## config.mk

```make
export PLATFORM = sky130hd
export DESIGN_NAME = multi_linked_list
export DESIGN_NICKNAME = d
export VERILOG_FILES = /design/src/rtl/multi_linked_list_pkg.sv /design/src/rtl/multi_linked_list_free_alloc.sv /design/src/rtl/multi_linked_list.sv
export SDC_FILE = /design/constraint.sdc
export NUM_CORES = 1
export LEC_CHECK = 0
export BUFFER_PORTS_ARGS = -buffer_cell sky130_fd_sc_hd__clkbuf_2
export CAP_MARGIN = 25
export CELL_PAD_IN_SITES_DETAIL_PLACEMENT = 1
export CELL_PAD_IN_SITES_GLOBAL_PLACEMENT = 1
export CORE_MARGIN = 3
export CORE_UTILIZATION = 24
export CTS_CLUSTER_DIAMETER = 60
export CTS_CLUSTER_SIZE = 16
export DETAILED_ROUTE_END_ITERATION = 6
export GPL_ROUTABILITY_DRIVEN = 0
export PLACE_DENSITY = 0.44
export SLEW_MARGIN = 20
export SYNTH_ARGS = -nofsm -noshare
export SYNTH_HDL_FRONTEND = slang
export SYNTH_HIERARCHICAL = 1
export SYNTH_SLANG_ARGS = --single-unit
```

## constraint.sdc

```tcl
create_clock -name clk -period 8.8 [get_ports clk]
set_input_delay 1.76 -clock clk [delete_from_list [all_inputs] [get_ports clk]]
set_output_delay 1.76 -clock clk [all_outputs]
set_load 0.005 [all_outputs]
```

## src/rtl/multi_linked_list_pkg.sv

```systemverilog
// Shared types for the multi-list linked-list block: operation codes,
// controller states and a small width helper for the list selector.
package multi_linked_list_pkg;

    typedef enum logic [2:0] {
        OP_READ_IDX   = 3'd0,
        OP_INSERT_IDX = 3'd1,
        OP_DELETE_VAL = 3'd2,
        OP_DELETE_IDX = 3'd3,
        OP_FIND_VAL   = 3'd4,
        OP_CLEAR_LIST = 3'd5
    } op_e;

    typedef enum logic [2:0] {
        ST_IDLE,
        ST_WALK,
        ST_EXEC,
        ST_CLEAR,
        ST_DONE
    } state_e;

    // A single list still needs a one-bit selector port.
    function automatic int list_width(input int n);
        return (n > 1) ? $clog2(n) : 1;
    endfunction

endpackage

```

## src/rtl/multi_linked_list_free_alloc.sv

```systemverilog
// Free-node allocator for the shared pool: finds the lowest-numbered
// free node and counts how many nodes are still unallocated.
module ll_free_alloc
    import multi_linked_list_pkg::*;
#(
    parameter int MAX_NODE = 8,
    localparam int PTR_W   = $clog2(MAX_NODE + 1)
) (
    input  logic [MAX_NODE-1:0] valid_vec,
    output logic [PTR_W-1:0]    alloc_idx,
    output logic [PTR_W-1:0]    free_count,
    output logic                pool_full,
    output logic                pool_empty
);

    // Scan from the top down so the last free slot seen is the lowest one.
    always_comb begin
        alloc_idx  = PTR_W'(MAX_NODE);
        free_count = '0;
        for (int i = MAX_NODE - 1; i >= 0; i--) begin
            if (!valid_vec[i]) begin
                alloc_idx  = PTR_W'(i);
                free_count = free_count + PTR_W'(1);
            end
        end
    end

    assign pool_full  = (free_count == '0);
    assign pool_empty = (free_count == PTR_W'(MAX_NODE));

endmodule

```

## src/rtl/multi_linked_list.sv

```systemverilog
// Several singly linked lists sharing one node pool. Each list keeps a
// head, tail and length; index and value operations walk one node per cycle,
// while push_front / push_back complete without walking.
module multi_linked_list
    import multi_linked_list_pkg::*;
#(
    parameter int DATA_WIDTH = 8,
    parameter int MAX_NODE   = 8,
    parameter int NUM_LISTS  = 4,
    localparam int PTR_W     = $clog2(MAX_NODE + 1),
    localparam int LIST_W    = list_width(NUM_LISTS)
) (
    input  logic                       clk,
    input  logic                       rst,
    input  logic                       op_start,
    input  logic [2:0]                 op,
    input  logic [LIST_W-1:0]          list_id,
    input  logic [PTR_W-1:0]           idx_in,
    input  logic [DATA_WIDTH-1:0]      data_in,
    output logic                       ready,
    output logic                       op_done,
    output logic                       fault,
    output logic [DATA_WIDTH-1:0]      data_out,
    output logic [PTR_W-1:0]           idx_out,
    output logic [NUM_LISTS*PTR_W-1:0] lengths,
    output logic [PTR_W-1:0]           free_count,
    output logic                       pool_full,
    output logic                       pool_empty
);

    localparam int               NODE_W   = $clog2(MAX_NODE);
    localparam logic [PTR_W-1:0] NULL_PTR = PTR_W'(MAX_NODE);

    // Node layout depends on the module parameters, so it lives here.
    typedef struct packed {
        logic [DATA_WIDTH-1:0] data;
        logic [PTR_W-1:0]      next;
        logic                  valid;
    } node_t;

    state_e                state_q, state_d;
    op_e                   op_q, op_d;
    logic [LIST_W-1:0]     list_q, list_d;
    logic [PTR_W-1:0]      idx_q, idx_d;
    logic [DATA_WIDTH-1:0] key_q, key_d;
    logic [PTR_W-1:0]      cur_q, cur_d;
    logic [PTR_W-1:0]      prev_q, prev_d;
    logic [PTR_W-1:0]      cnt_q, cnt_d;
    logic                  fault_q, fault_d;
    logic [DATA_WIDTH-1:0] data_out_q, data_out_d;
    logic [PTR_W-1:0]      idx_out_q, idx_out_d;

    node_t                 nodes_q [MAX_NODE];
    node_t                 nodes_d [MAX_NODE];
    logic [PTR_W-1:0]      head_q  [NUM_LISTS];
    logic [PTR_W-1:0]      head_d  [NUM_LISTS];
    logic [PTR_W-1:0]      tail_q  [NUM_LISTS];
    logic [PTR_W-1:0]      tail_d  [NUM_LISTS];
    logic [PTR_W-1:0]      len_q   [NUM_LISTS];
    logic [PTR_W-1:0]      len_d   [NUM_LISTS];

    logic [MAX_NODE-1:0]   valid_vec;
    logic [PTR_W-1:0]      alloc_ptr;
    logic [NODE_W-1:0]     alloc_i, cur_i, prev_i, tail_i;
    logic                  list_ok;
    logic [PTR_W-1:0]      sel_len, sel_head;
    node_t                 cur_node;
    logic                  hit;

    ll_free_alloc #(.MAX_NODE(MAX_NODE)) u_free_alloc (
        .valid_vec  (valid_vec),
        .alloc_idx  (alloc_ptr),
        .free_count (free_count),
        .pool_full  (pool_full),
        .pool_empty (pool_empty)
    );

    // Gather per-node valid bits and narrow pointers to pool indices.
    always_comb begin
        for (int i = 0; i < MAX_NODE; i++) begin
            valid_vec[i] = nodes_q[i].valid;
        end
        alloc_i  = alloc_ptr[NODE_W-1:0];
        cur_i    = cur_q[NODE_W-1:0];
        prev_i   = prev_q[NODE_W-1:0];
        tail_i   = tail_q[list_q][NODE_W-1:0];
        cur_node = nodes_q[cur_i];
        list_ok  = (int'(list_id) < NUM_LISTS);
        sel_len  = list_ok ? len_q[list_id]  : '0;
        sel_head = list_ok ? head_q[list_id] : NULL_PTR;
    end

    // Controller: accept, walk, link/unlink, clear and report completion.
    always_comb begin
        state_d    = state_q;
        op_d       = op_q;
        list_d     = list_q;
        idx_d      = idx_q;
        key_d      = key_q;
        cur_d      = cur_q;
        prev_d     = prev_q;
        cnt_d      = cnt_q;
        fault_d    = fault_q;
        data_out_d = data_out_q;
        idx_out_d  = idx_out_q;
        nodes_d    = nodes_q;
        head_d     = head_q;
        tail_d     = tail_q;
        len_d      = len_q;
        hit        = 1'b0;

        case (state_q)
            ST_IDLE: begin
                if (op_start) begin
                    list_d  = list_id;
                    idx_d   = idx_in;
                    key_d   = data_in;
                    cur_d   = sel_head;
                    prev_d  = NULL_PTR;
                    cnt_d   = '0;
                    fault_d = 1'b0;
                    if (!list_ok) begin
                        fault_d = 1'b1;
                        state_d = ST_DONE;
                    end else begin
                        case (op)
                            OP_READ_IDX, OP_DELETE_IDX: begin
                                op_d = op_e'(op);
                                if (idx_in >= sel_len) begin
                                    fault_d = 1'b1;
                                    state_d = ST_DONE;
                                end else begin
                                    state_d = ST_WALK;
                                end
                            end
                            OP_INSERT_IDX: begin
                                op_d = op_e'(op);
                                if (pool_full) begin
                                    fault_d = 1'b1;
                                    state_d = ST_DONE;
                                end else if (idx_in == '0 || idx_in >= sel_len) begin
                                    state_d = ST_EXEC;
                                end else begin
                                    state_d = ST_WALK;
                                end
                            end
                            OP_DELETE_VAL, OP_FIND_VAL: begin
                                op_d = op_e'(op);
                                if (sel_len == '0) begin
                                    fault_d = 1'b1;
                                    state_d = ST_DONE;
                                end else begin
                                    state_d = ST_WALK;
                                end
                            end
                            OP_CLEAR_LIST: begin
                                op_d    = op_e'(op);
                                state_d = ST_CLEAR;
                            end
                            default: begin
                                fault_d = 1'b1;
                                state_d = ST_DONE;
                            end
                        endcase
                    end
                end
            end

            ST_EXEC: begin
                nodes_d[alloc_i].data  = key_q;
                nodes_d[alloc_i].valid = 1'b1;
                if (len_q[list_q] == '0) begin
                    nodes_d[alloc_i].next = NULL_PTR;
                    head_d[list_q]        = alloc_ptr;
                    tail_d[list_q]        = alloc_ptr;
                end else if (idx_q == '0) begin
                    nodes_d[alloc_i].next = head_q[list_q];
                    head_d[list_q]        = alloc_ptr;
                end else begin
                    nodes_d[tail_i].next  = alloc_ptr;
                    nodes_d[alloc_i].next = NULL_PTR;
                    tail_d[list_q]        = alloc_ptr;
                end
                len_d[list_q] = len_q[list_q] + PTR_W'(1);
                state_d       = ST_DONE;
            end

            ST_WALK: begin
                if (op_q == OP_FIND_VAL || op_q == OP_DELETE_VAL) begin
                    hit = (cur_node.data == key_q);
                end else begin
                    hit = (cnt_q == idx_q);
                end
                if (cur_q == NULL_PTR) begin
                    fault_d = 1'b1;
                    state_d = ST_DONE;
                end else if (hit) begin
                    state_d = ST_DONE;
                    if (op_q == OP_INSERT_IDX) begin
                        nodes_d[alloc_i].data  = key_q;
                        nodes_d[alloc_i].next  = cur_q;
                        nodes_d[alloc_i].valid = 1'b1;
                        nodes_d[prev_i].next   = alloc_ptr;
                        len_d[list_q]          = len_q[list_q] + PTR_W'(1);
                    end else begin
                        data_out_d = cur_node.data;
                        if (op_q == OP_FIND_VAL || op_q == OP_DELETE_VAL) begin
                            idx_out_d = cnt_q;
                        end
                        if (op_q == OP_DELETE_IDX || op_q == OP_DELETE_VAL) begin
                            nodes_d[cur_i].valid = 1'b0;
                            nodes_d[cur_i].next  = NULL_PTR;
                            if (prev_q == NULL_PTR) begin
                                head_d[list_q] = cur_node.next;
                            end else begin
                                nodes_d[prev_i].next = cur_node.next;
                            end
                            if (cur_q == tail_q[list_q]) begin
                                tail_d[list_q] = prev_q;
                            end
                            len_d[list_q] = len_q[list_q] - PTR_W'(1);
                        end
                    end
                end else if (cur_node.next == NULL_PTR) begin
                    fault_d = 1'b1;
                    state_d = ST_DONE;
                end else begin
                    prev_d = cur_q;
                    cur_d  = cur_node.next;
                    cnt_d  = cnt_q + PTR_W'(1);
                end
            end

            ST_CLEAR: begin
                if (cur_q == NULL_PTR) begin
                    head_d[list_q] = NULL_PTR;
                    tail_d[list_q] = NULL_PTR;
                    state_d        = ST_DONE;
                end else begin
                    nodes_d[cur_i].valid = 1'b0;
                    nodes_d[cur_i].next  = NULL_PTR;
                    head_d[list_q]       = cur_node.next;
                    cur_d                = cur_node.next;
                    len_d[list_q]        = len_q[list_q] - PTR_W'(1);
                end
            end

            ST_DONE: begin
                state_d = ST_IDLE;
            end

            default: begin
                state_d = ST_IDLE;
            end
        endcase
    end

    // State, pool and per-list bookkeeping registers.
    always_ff @(posedge clk or posedge rst) begin
        if (rst) begin
            state_q    <= ST_IDLE;
            op_q       <= OP_READ_IDX;
            list_q     <= '0;
            idx_q      <= '0;
            key_q      <= '0;
            cur_q      <= NULL_PTR;
            prev_q     <= NULL_PTR;
            cnt_q      <= '0;
            fault_q    <= 1'b0;
            data_out_q <= '0;
            idx_out_q  <= '0;
            for (int i = 0; i < MAX_NODE; i++) begin
                nodes_q[i] <= '{data: '0, next: NULL_PTR, valid: 1'b0};
            end
            for (int l = 0; l < NUM_LISTS; l++) begin
                head_q[l] <= NULL_PTR;
                tail_q[l] <= NULL_PTR;
                len_q[l]  <= '0;
            end
        end else begin
            state_q    <= state_d;
            op_q       <= op_d;
            list_q     <= list_d;
            idx_q      <= idx_d;
            key_q      <= key_d;
            cur_q      <= cur_d;
            prev_q     <= prev_d;
            cnt_q      <= cnt_d;
            fault_q    <= fault_d;
            data_out_q <= data_out_d;
            idx_out_q  <= idx_out_d;
            nodes_q    <= nodes_d;
            head_q     <= head_d;
            tail_q     <= tail_d;
            len_q      <= len_d;
        end
    end

    // Pack the per-list lengths onto the flat output bus.
    always_comb begin
        for (int l = 0; l < NUM_LISTS; l++) begin
            lengths[l*PTR_W +: PTR_W] = len_q[l];
        end
    end

    assign ready    = (state_q == ST_IDLE);
    assign op_done  = (state_q == ST_DONE);
    assign fault    = op_done & fault_q;
    assign data_out = data_out_q;
    assign idx_out  = idx_out_q;

endmodule

```

# Yosys cells after proc, flatten, opt, wreduce, memory -nomap -nowiden
# Index checks and enable logic that the tools add are counted.
[word_totals]
reg_bits = 197
inputBits = 20
out_inout_bits = 37
word_cells = 291
[op_classes]
n_addsub = 10
n_lt_le_gt_ge = 12
eq_ne = 37
n_mux = 139
bitwise_logic = 14
n_reduce_logical = 32
[ops]
columns = ["operator", "n"]
rows = [
  ["$bwmux W104", 12],
  ["$mux W104", 8],
  ["$mux W16", 21],
  ["$pmux W104 S3", 1],
  ["$demux W13 S3", 7],
  ["$mux W4", 39],
  ["$pmux W16 S3", 3],
  ["$bwmux W16", 6],
  ["$bmux W4 S2", 5],
  ["$bmux W13 S3", 1],
  ["$mux W13", 3],
  ["$add A4 B1 Y4 const B", 8],
  ["$and A12 B12 Y12", 2],
  ["$mux W3", 8],
  ["$pmux W3 S4", 2],
  ["$ne A2 B2 Y1 const B", 11],
  ["$logic_not A4 Y1", 5],
  ["$mux W5", 4],
  ["$eq A3 B2 Y1 const B", 6],
  ["$eq A4 B4 Y1 const B", 4],
  ["$ge A4 B4 Y1 const B", 4],
  ["$lt A4 B1 Y1 const B", 4],
  ["$not A3 Y4", 4],
  ["$pmux W4 S2", 2],
  ["36 further kinds", 74],
]

# Depth between registers and ports, before layout
# Gate-level depths: netlist (run 1).
[depth]
word_depth = 21
ltp_mapped = 22
ltp_nobuf = 22

# Modules after synthesis
# Netlist (run 1), hierarchy kept.
[modules_own_cells]
columns = ["mod", "instances", "cells_each", "area_per_inst_um2", "seq_area_each_um2"]
rows = [
  ["multi_linked_list", 1, 1320, 12604.6, 4952.2],
  ["ll_free_alloc", 1, 105, 778.2, 0.0],
]

# Least setup slack after synthesis (run 1)
# No wires, ideal clock.
[synth_path]
path_kind = "register to output"
start = "register nodes_q[13] in the netlist's numbering"
end = "output pool_full"
t_arrival_ns = 3.511
required_time_ns = 7.040
setup_slack_ns = 3.529
stages_incl_launch_ff = 17
path_buffers = 0
cell_sequence = "dfrtp_1 > inv_1 > ha_1 > nor2b_1 > nor2_1 > ha_1 > and2b_1 > o311ai_0 > mux2i_1 > ha_1 > nor2b_1 > xnor2_1 > xnor2_1 > xnor2_2 > o22ai_1 > xnor2_2 > nor3b_2"
[synth_via]
elab_chain_len = 14
[synth_lines]
columns = ["item", "line", "rtl"]
rows = [
  ["start, declared", "multi_linked_list.sv:53", "node_t nodes_q [MAX_NODE];"],
  ["start signal, assigned by index", "multi_linked_list.sv:273", "nodes_q[i] <= '{data: '0, next: NULL_PTR, valid: 1'b0};"],
  ["start signal, assigned", "multi_linked_list.sv:292", "nodes_q <= nodes_d;"],
  ["$mux W4 (*)", "multi_linked_list_free_alloc.sv:21", "if (!valid_vec[i]) begin"],
  ["$add A4 B1 Y4", "multi_linked_list_free_alloc.sv:23", "free_count = free_count + PTR_W'(1);"],
  ["$mux W4 (*)", "multi_linked_list_free_alloc.sv:21", ""],
  ["$add A4 B1 Y4", "multi_linked_list_free_alloc.sv:23", ""],
  ["$mux W4 (*)", "multi_linked_list_free_alloc.sv:21", ""],
  ["$add A4 B1 Y4", "multi_linked_list_free_alloc.sv:23", ""],
  ["$mux W4 (*)", "multi_linked_list_free_alloc.sv:21", ""],
  ["$add A4 B1 Y4", "multi_linked_list_free_alloc.sv:23", ""],
  ["$mux W4 (*)", "multi_linked_list_free_alloc.sv:21", ""],
  ["$add A4 B1 Y4", "multi_linked_list_free_alloc.sv:23", ""],
  ["$mux W4 (*)", "multi_linked_list_free_alloc.sv:21", ""],
  ["$add A4 B1 Y4", "multi_linked_list_free_alloc.sv:23", ""],
  ["$mux W4 (*)", "multi_linked_list_free_alloc.sv:21", ""],
  ["via free_count[3]", "multi_linked_list.sv:26", "output logic [PTR_W-1:0] free_count,"],
  ["$logic_not A4 Y1 (*)", "multi_linked_list_free_alloc.sv:28", "assign pool_full = (free_count == '0);"],
  ["end, declared", "multi_linked_list.sv:27", "output logic pool_full,"],
]
# Mark *: on every way through the listed nets, which the timed path passes. The rest lies on a longest branch.

# Worst setup path in the final report (run 1)
[layout_path]
start = "register nodes_q[13] in the netlist's numbering"
end = "output pool_full"
[layout_via]
elab_chain_len = 14
[layout_lines]
columns = ["item", "line"]
rows = [
  ["$mux W4 (*)", "multi_linked_list_free_alloc.sv:21"],
  ["$add A4 B1 Y4", "multi_linked_list_free_alloc.sv:23"],
  ["$mux W4 (*)", "multi_linked_list_free_alloc.sv:21"],
  ["$add A4 B1 Y4", "multi_linked_list_free_alloc.sv:23"],
  ["$mux W4 (*)", "multi_linked_list_free_alloc.sv:21"],
  ["$add A4 B1 Y4", "multi_linked_list_free_alloc.sv:23"],
  ["$mux W4 (*)", "multi_linked_list_free_alloc.sv:21"],
  ["$add A4 B1 Y4", "multi_linked_list_free_alloc.sv:23"],
  ["$mux W4 (*)", "multi_linked_list_free_alloc.sv:21"],
  ["$add A4 B1 Y4", "multi_linked_list_free_alloc.sv:23"],
  ["$mux W4 (*)", "multi_linked_list_free_alloc.sv:21"],
  ["$add A4 B1 Y4", "multi_linked_list_free_alloc.sv:23"],
  ["$mux W4 (*)", "multi_linked_list_free_alloc.sv:21"],
  ["$logic_not A4 Y1 (*)", "multi_linked_list_free_alloc.sv:28"],
]
# Mark *: on every way between the ends. The rest lies on a longest branch, timed or not.

==> results.cfg, run 1 <==
[power]
powerDensity_mw_per_mm2 = 286
switchingPower_mw = 2.02
p_int_mw = 2.30
p_leak_nw = 6.43
p_comb_frac = 0.478
peakVddDrop_v = 0.000148
switching_share = 0.467
seqPwrFrac = 0.325
clkPwrFrac = 0.198

[timing]
final.setup.worst_slack_ns = 1.89
fin_tns_setup_ns = 0
slew_headroom = 0.273
fin_crit_ns = 6.91
hold_viol = 0
setup_viol = 0
drv_slew = 0
hold_slack_ns = 0.493
rsz0062_at_grt = false
fin_skew_ns = 0.0150
period_share = 0.785
fmax_ghz = 0.145
worst_pin_slew_ns = 1.08

[setup_path]
path_max_fanout = 7
criticalPathCategory = reg -> out
timing.critical_path.cells = inv_1 > ha_1 > nor2b_1 > nor2_1 > ha_1 > and2b_1 > o311ai_0 > mux2i_1 > ha_1 > nor2b_1 > xnor2_1 > xnor2_1 > xnor2_2 > o22ai_1 > xnor2_2 > nor3b_2 > clkbuf_2
crit_path_start = nodes_q[13]
r2r_end = state_q[2]
worst_path_most_repeated_cell = ha_1
cp_slowest_stage_delay_ns = 0.68
r2r_start = nodes_q[13]
r2r_slack_ns = 3.35
arrival_ns = 5.15
worst_setup_path_end_kind = primary output
rr_worst_depth = 21
worstPathRequired_ns = 7.04
crit_slowest_cell = nor3b_2
cp-endpoint = pool_full
startpoint_type = register

[yosys]
yosys.area.top_type_share = 0.335
yosysWarnings = 6
netlist_area_mm2 = 0.0134
synthesis.nets = 1461
synthFlopType = dfrtp_1
avgSynthCellArea_um2 = 9.39
synth_seq_cells = 197
synthCells = 1425
synth_edf_count = 0
netlist-cell-type-count = 91
ys_top_cells_by_area = dfrtp_1, mux2_2, mux2i_1
yosysSeqAreaShare = 0.370
synth_area_leader_cell = dfrtp_1
synth-async-reset-ratio = 1.00

[floorplanning]
dieArea_mm2 = 0.0586
io_pins = 57
core_mm2 = 0.0545
start_util = 0.246
rows = 85
fp.dieW_um = 242
dieHeight_um = 242

[global_routing]
grt_pass1_vias = 12300
gr-total-overflow = 0
antenna_found_initial = 0
grt_pass1_wl_um = 81000
grt_max_degree = 91
gr-usage-all-layers = 0.182

[layout]
layout_commonest_cell = dfrtp_1
final_layout_size_suffix_gt1_frac = 0.232
fin_cells = 2189
final_nets = 1474
diodes = 0
n_fill_cell = 6384
syn_to_final_growth_pct = 13.1
final_cell_mix = dfrtp_1, nor2_1, nand2_1

[placed_design]
hpwl_um = 35700
port_buffers = 56
dpl.cell_count = 2154
post-place-ws_ns = 2.34

[clock_tree]
numCtsBuffers = 17
cts_root_buf = clkbuf_16
cts_setup_buffers = 0
clk_pin_slew_ns = 0.09
cts_buffer_depth = 2
post_cts_resized = 0
htree_levels = 4
clkLatencyLatePin_ns = 0.51
clock_sinks = 197
cts_tree = built
hold_buffers = 0

[route]
drt-wirelength-per-cell_um = 24.1
wirelength_um = 52800
num_vias = 11600
antenna_left = 0
drtIter0Drc = 726
first_pass_iters = 5
drc = 0
vias_per_cell = 5.29

[outcome]
status = finished clean

[flow_run]
drv_cap = 0

[hold_path]
min_path_type = reg -> reg
hold_path_depth = 1
==> worst min path at each step <==
stage                            from     endpoint
after floorplan           nodes_q[62]  nodes_q[62]
after global placement    data_out[0]  data_out[0]
after detailed placement  data_out[0]  data_out[0]
after CTS                 data_out[0]  data_out[0]
after global routing         register     register
final                     data_out[0]  data_out[0]
==> area by class of cell <==
type | count | area (um2) | share of cell area
flip-flops and latches | 197 | 4950 | 0.327
multi-input cells | 1076 | 7860 | 0.519
clock buffers | 19 | 453 | 0.0299
clock inverters | 12 | 158 | 0.0104
inverters | 45 | 176 | 0.0117
well taps | 739 | 925 | 0.0611
repair buffers | 101 | 613 | 0.0405
==> kinds of logic (layout without fill, tap and decap cells) <==
family          after synthesis  after routing  synth area share
compound gates              377            377             0.186
xor+xnor                     37             37            0.0270
fa+ha+maj                    16             16            0.0150
buf+inv                     152            177            0.0468
flops                       197            197             0.370
mux                         216            216             0.204
simple gates                430            430             0.151
==> synth_stat cells, drive strengths merged, types with 30 or more instances <==
master / count
mux4: 30
clkbuf: 73
nand3: 32
nand2: 131
inv: 45
nor2: 140
a21oi: 104
o21ai: 76
mux2: 123
buf: 34
mux2i: 63
dfrtp: 179
nor3: 30
==> power groups by stage <==
| stage | sequential (mW) | clock (mW) | combinational, mW |
|---|---|---|---|
| 3_3_place_gp | 1.42 | 0 | 2.04 |
| 6_report | 1.40 | 0.854 | 2.07 |
| 2_1_floorplan | 1.28 | 0 | 1.39 |
| 5_1_grt | 1.45 | 0.922 | 2.25 |
| 4_1_cts | 1.40 | 0.890 | 2.06 |
| 3_5_place_dp | 1.42 | 0 | 2.06 |
==> metal layers <==
layer,GRT usage,up-vias,share of wire
met3,0.0314,64,0.034
met4,0.0583,0,0.025
li1,-,5259,-
met1,0.245,6036,0.47
met2,0.296,219,0.47
met5,0,-,0
==> per-stage QoR <==
stage               instance area (um2)  power (mW)  utilization
floorplan                         13400        2.66            -
global placement                  14500        3.46        0.266
detailed placement                14500        3.48        0.266
CTS                               15100        4.36        0.277
global route                      15100        4.62        0.278
finish                            15100        4.32        0.278
==> worst max-delay path: cells and delay by family (launching register included) <==
| kind | cells | cell delay, ns |
|---|---|---|
| compound gates | 2 | 0.62 |
| xor+xnor | 4 | 0.82 |
| fa+ha+maj | 3 | 0.92 |
| buf+inv | 2 | 0.33 |
| flops | 1 | 0.46 |
| mux | 1 | 0.16 |
| simple gates | 5 | 1.33 |
No activity file was read; power rests on OpenSTA's default activity.
==> run 2, diff against run 1 <==
==> constraint.sdc (replaced) <==
create_clock -name clk -period 6.6 [get_ports clk]
set_input_delay 1.32 -clock clk [delete_from_list [all_inputs] [get_ports clk]]
set_output_delay 1.32 -clock clk [all_outputs]
set_load 0.005 [all_outputs]
==> run 2 against run 1 <==
Compared with the run above: final area is 0.16% higher; die area stayed put; clock-buffer cell count is 2 lower; critical path depth is 1 higher; sequential share of layout area is 0.051 points lower; register-to-register slack worse by 1.8 ns; clock power is 35% higher; routed wire length is 0.60% higher.
==> results.cfg, run 2 (same netlist as run 1, synthesis figures left out) <==
[power]
p_leak_nw = 6.43
powerDensity_mw_per_mm2 = 382
peakVddDrop_v = 0.000209

[global_routing]
gr-total-overflow = 0
grt_pass1_vias = 12000
gr-usage-all-layers = 0.180
grt_max_degree = 165
antenna_found_initial = 0
grt_pass1_wl_um = 80000

[hold_path]
worstHoldEndpoint = data_out[7]
hp-start = data_out[7]
min_path_type = reg -> reg
hold_path_depth = 1

[route]
vias_per_cell = 5.26
wirelength_um = 53200
first_pass_iters = 5
num_vias = 11500
drt-wirelength-per-cell_um = 24.3
drc = 0
drtIter0Drc = 741
antenna_left = 0

[clock_tree]
clkLatencyLatePin_ns = 0.50
post_cts_resized = 0
numCtsBuffers = 17
clk_pin_slew_ns = 0.09
htree_levels = 4
cts_setup_buffers = 0
cts_tree = built
hold_buffers = 0
cts_buffer_depth = 2
cts_root_buf = clkbuf_16
clock_sinks = 197

[timing]
fmax_ghz = 0.166
fin_tns_setup_ns = 0
setup_viol = 0
fin_crit_ns = 6.03
rsz0062_at_grt = false
period_share = 0.914
final.setup.worst_slack_ns = 0.569
worst_pin_slew_ns = 0.970
hold_viol = 0
fin_skew_ns = 0.0191
drv_slew = 0
slew_headroom = 0.350

[setup_path]
rr_worst_depth = 22
path_max_fanout = 7
startpoint_type = register
r2r_slack_ns = 1.51
worstPathRequired_ns = 5.28
r2r_end = state_q[2]
worst_setup_path_end_kind = primary output
r2r_start = nodes_q[13]
criticalPathCategory = reg -> out
arrival_ns = 4.71

[layout]
syn_to_final_growth_pct = 13.3
fin_cells = 2191
final_nets = 1475
final_cell_mix = dfrtp_1, nor2_1, nand2_1
diodes = 0
final_layout_size_suffix_gt1_frac = 0.234
layout_commonest_cell = dfrtp_1
final_cell_area_mm2 = 0.0152

[flow_run]
drv_cap = 0

[outcome]
status = finished clean

[floorplanning]
fp.dieW_um = 242
io_pins = 57
dieHeight_um = 242
core_mm2 = 0.0545
dieArea_mm2 = 0.0586
rows = 85
start_util = 0.246

[placed_design]
post-place-ws_ns = 1.05
hpwl_um = 35900
post_dp_cell_area_mm2 = 0.0145
port_buffers = 56
dpl.cell_count = 2156
==> run 2: per-layer routing <==
layer,part of all wire,up-vias,GRT usage
met4,0.020,0,0.0509
met2,0.46,223,0.291
li1,-,5264,-
met3,0.032,45,0.0260
met1,0.48,5987,0.251
met5,0,-,0
==> run 2: worst max-delay path by stage <==
stage,startpoint,to,slack (ns)
after floorplan,nodes_q[13],pool_full,1.77
after global placement,nodes_q[13],pool_full,1.16
after detailed placement,nodes_q[13],pool_full,1.05
after CTS,nodes_q[13],pool_full,0.46
after global routing,nodes_q[13],pool_full,0.19
final,nodes_q[13],pool_full,0.57
==> run 2: layout make-up <==
type	instances	area, um2
clock inverter	15	188
timing repair buffer	102	633
sequential	197	4950
tap	739	925
inverter	45	173
multi-input combinational	1076	7860
clock buffer	17	425
fill	6340	39300
==> run 2: power breakdown <==
part,total (mW),switching (mW),internal [mW]
Clock,1.15,0.623,0.526
Sequential,1.92,0.399,1.52
Combinational,2.72,1.72,1.00
Total,5.79,2.74,3.05
==> run 2: metrics by stage <==
stage	hold slack, ns	total power [mW]	util
4_1_cts	0.509	5.83	0.278
2_1_floorplan	0.472	3.55	-
5_1_grt	0.518	6.15	0.278
3_5_place_dp	0.489	4.65	0.267
3_3_place_gp	0.481	4.62	0.266
6_report	0.503	5.79	0.278
==> run 2: worst max-delay path, cell delays in order, from the launching register on <==
cell	delay (ns)
dfrtp_1	0.47
inv_1	0.11
ha_1	0.40
nor2b_1	0.25
nor2_1	0.08
ha_1	0.29
and2b_1	0.19
o311ai_0	0.46
mux2i_1	0.14
ha_1	0.21
nor2b_1	0.13
xnor2_1	0.16
xnor2_1	0.27
xnor2_2	0.20
o22ai_1	0.17
xnor2_2	0.18
nor3b_2	0.16
buf_4	0.20
clkbuf_2	0.13
==> run 3, diff against run 2 <==
--- a/config.mk
+++ b/config.mk
@@ -7,15 +7,15 @@
 export LEC_CHECK = 0
 export BUFFER_PORTS_ARGS = -buffer_cell sky130_fd_sc_hd__clkbuf_2
 export CAP_MARGIN = 25
-export CELL_PAD_IN_SITES_DETAIL_PLACEMENT = 1
-export CELL_PAD_IN_SITES_GLOBAL_PLACEMENT = 1
+export CELL_PAD_IN_SITES_DETAIL_PLACEMENT = 0
+export CELL_PAD_IN_SITES_GLOBAL_PLACEMENT = 2
 export CORE_MARGIN = 3
 export CORE_UTILIZATION = 24
 export CTS_CLUSTER_DIAMETER = 60
 export CTS_CLUSTER_SIZE = 16
 export DETAILED_ROUTE_END_ITERATION = 6
 export GPL_ROUTABILITY_DRIVEN = 0
-export PLACE_DENSITY = 0.44
+export PLACE_DENSITY_LB_ADDON = 0.1
 export SLEW_MARGIN = 20
 export SYNTH_ARGS = -nofsm -noshare
 export SYNTH_HDL_FRONTEND = slang
==> run 3 against run 2 <==
Compared with the run above: routed wire length is 1.9% higher; setup slack got worse by 0.062 ns; first-iteration DRC count up 16%; non-clock buffer count up 3; final area rose by 0.15%; critical path depth is the same; fmax is 1.0% lower; clock-buffer cell count up 2; clock power hardly changed; clock skew grew 0.0013 ns; critical path type unchanged; register-to-register slack worse by 0.03 ns.
==> results.cfg, run 3 (same netlist as run 1, synthesis figures left out) <==
[outcome]
status = finished clean

[timing]
rsz0062_at_grt = false
worst_pin_slew_ns = 1.15
drv_slew = 0
period_share = 0.923
slew_headroom = 0.227
hold_viol = 0
fin_crit_ns = 6.09
fin_tns_setup_ns = 0
fin_skew_ns = 0.0204
setup_viol = 0
final.setup.worst_slack_ns = 0.507
fmax_ghz = 0.164

[hold_path]
worstHoldEndpoint = nodes_q[101]
hp-start = nodes_q[101]
min_path_type = reg -> reg
hold_path_depth = 1

[floorplanning]
dieArea_mm2 = 0.0586
fp.dieW_um = 242
dieHeight_um = 242
start_util = 0.246
core_mm2 = 0.0545
io_pins = 57
rows = 85

[clock_tree]
clk_pin_slew_ns = 0.09
clkLatencyLatePin_ns = 0.51
cts_tree = built
cts_setup_buffers = 0
clock_sinks = 197
cts_buffer_depth = 2
cts_root_buf = clkbuf_16
post_cts_resized = 0
numCtsBuffers = 17
hold_buffers = 0
htree_levels = 4

[global_routing]
gr-usage-all-layers = 0.185
grt_pass1_vias = 11600
antenna_found_initial = 2
grt_max_degree = 144
grt_pass1_wl_um = 80800
gr-total-overflow = 0

[route]
vias_per_cell = 5.19
antenna_left = 0
drt-wirelength-per-cell_um = 24.7
drtIter0Drc = 857
drc = 0
first_pass_iters = 5
num_vias = 11400
wirelength_um = 54200

[setup_path]
arrival_ns = 4.77
startpoint_type = register
crit_family = adder cells
path_max_fanout = 7
timing.critical_path.cells = inv_1 > ha_1 > nor2b_1 > nor2_1 > ha_1 > and2b_1 > o311ai_0 > mux2i_1 > ha_1 > nor2b_1 > xnor2_1 > xnor2_1 > xnor2_2 > o22ai_1 > xnor2_2 > nor3b_2 > buf_4 > clkbuf_2
crit_slowest_cell = o311ai_0
r2r_slack_ns = 1.48
rr_worst_depth = 22
worstPathRequired_ns = 5.28
critPathBufInv = 3
r2r_start = nodes_q[13]
cp_slowest_stage_delay_ns = 0.48
criticalPathCategory = reg -> out
r2r_end = state_q[2]
worst_setup_path_end_kind = primary output
worst_path_most_repeated_cell = ha_1

[layout]
layout_commonest_cell = dfrtp_1
final_nets = 1478
syn_to_final_growth_pct = 13.4
final_cell_mix = dfrtp_1, nor2_1, nand2_1
n_fill_cell = 5932
final_cell_area_mm2 = 0.0152
final_layout_size_suffix_gt1_frac = 0.232

[placed_design]
post_dp_cell_area_mm2 = 0.0146
post-place-ws_ns = 1.01
hpwl_um = 36200
port_buffers = 56

[power]
p_leak_nw = 6.45
powerDensity_mw_per_mm2 = 383
peakVddDrop_v = 0.000224

[flow_run]
drv_cap = 0
run 3: per-stage QoR:
step	cells	power (mW)	utilization	hold slack [ns]
3_5_place_dp	2160	4.69	0.267	0.487
5_1_grt	2194	6.19	0.279	0.522
3_3_place_gp	2158	4.69	0.267	0.475
6_report	2195	5.82	0.279	0.503
4_1_cts	2192	5.87	0.278	0.508
2_1_floorplan	1425	3.55	-	0.472
run 3: layout make-up:
class | instances | area, um2 | area share
diodes | 1 | 2.50 | 0.000165
multi-input cells | 1076 | 7850 | 0.517
well taps | 739 | 925 | 0.0609
clock buffers | 19 | 433 | 0.0285
inverters | 45 | 173 | 0.0114
clock inverters | 13 | 178 | 0.0117
repair buffers | 105 | 663 | 0.0437
flip-flops and latches | 197 | 4950 | 0.326
run 3: where the power goes:
part	internal, mW	switching (mW)
clock network	0.548	0.587
registers	1.52	0.373
logic	1.00	1.79
total	3.07	2.75
run 3: worst register-to-register path, delay by kind of cell, from the launching register on:
kind | cells | cell delay (ns)
buffers and inverters | 2 | 0.32
muxes | 1 | 0.15
AOI/OAI and AO/OA | 5 | 1.42
DFF | 1 | 0.46
adders and majority gates | 3 | 0.91
xor gates and xnor gates | 4 | 0.81
and+or+nand+nor | 7 | 0.98
run 3: worst max path at each step:
stage / from / endpoint / slack, ns / cells after the start
detailed placement: nodes_q[13] / pool_full / 1.01 / 18
floorplan: nodes_q[13] / pool_full / 1.77 / 16
CTS: nodes_q[13] / pool_full / 0.41 / 18
global route: nodes_q[13] / pool_full / 0.01 / 18
global placement: nodes_q[13] / pool_full / 1.03 / 18
finish: nodes_q[13] / pool_full / 0.51 / 18
run 3: per-layer routing:
metal  up-vias  GRT usage  routed length [um]
met5         -          0                  13
met4         2     0.0414                 843
li1       5287          -                   -
met2       248      0.296               25000
met3        47     0.0363                2160
met1      5804      0.258               26200
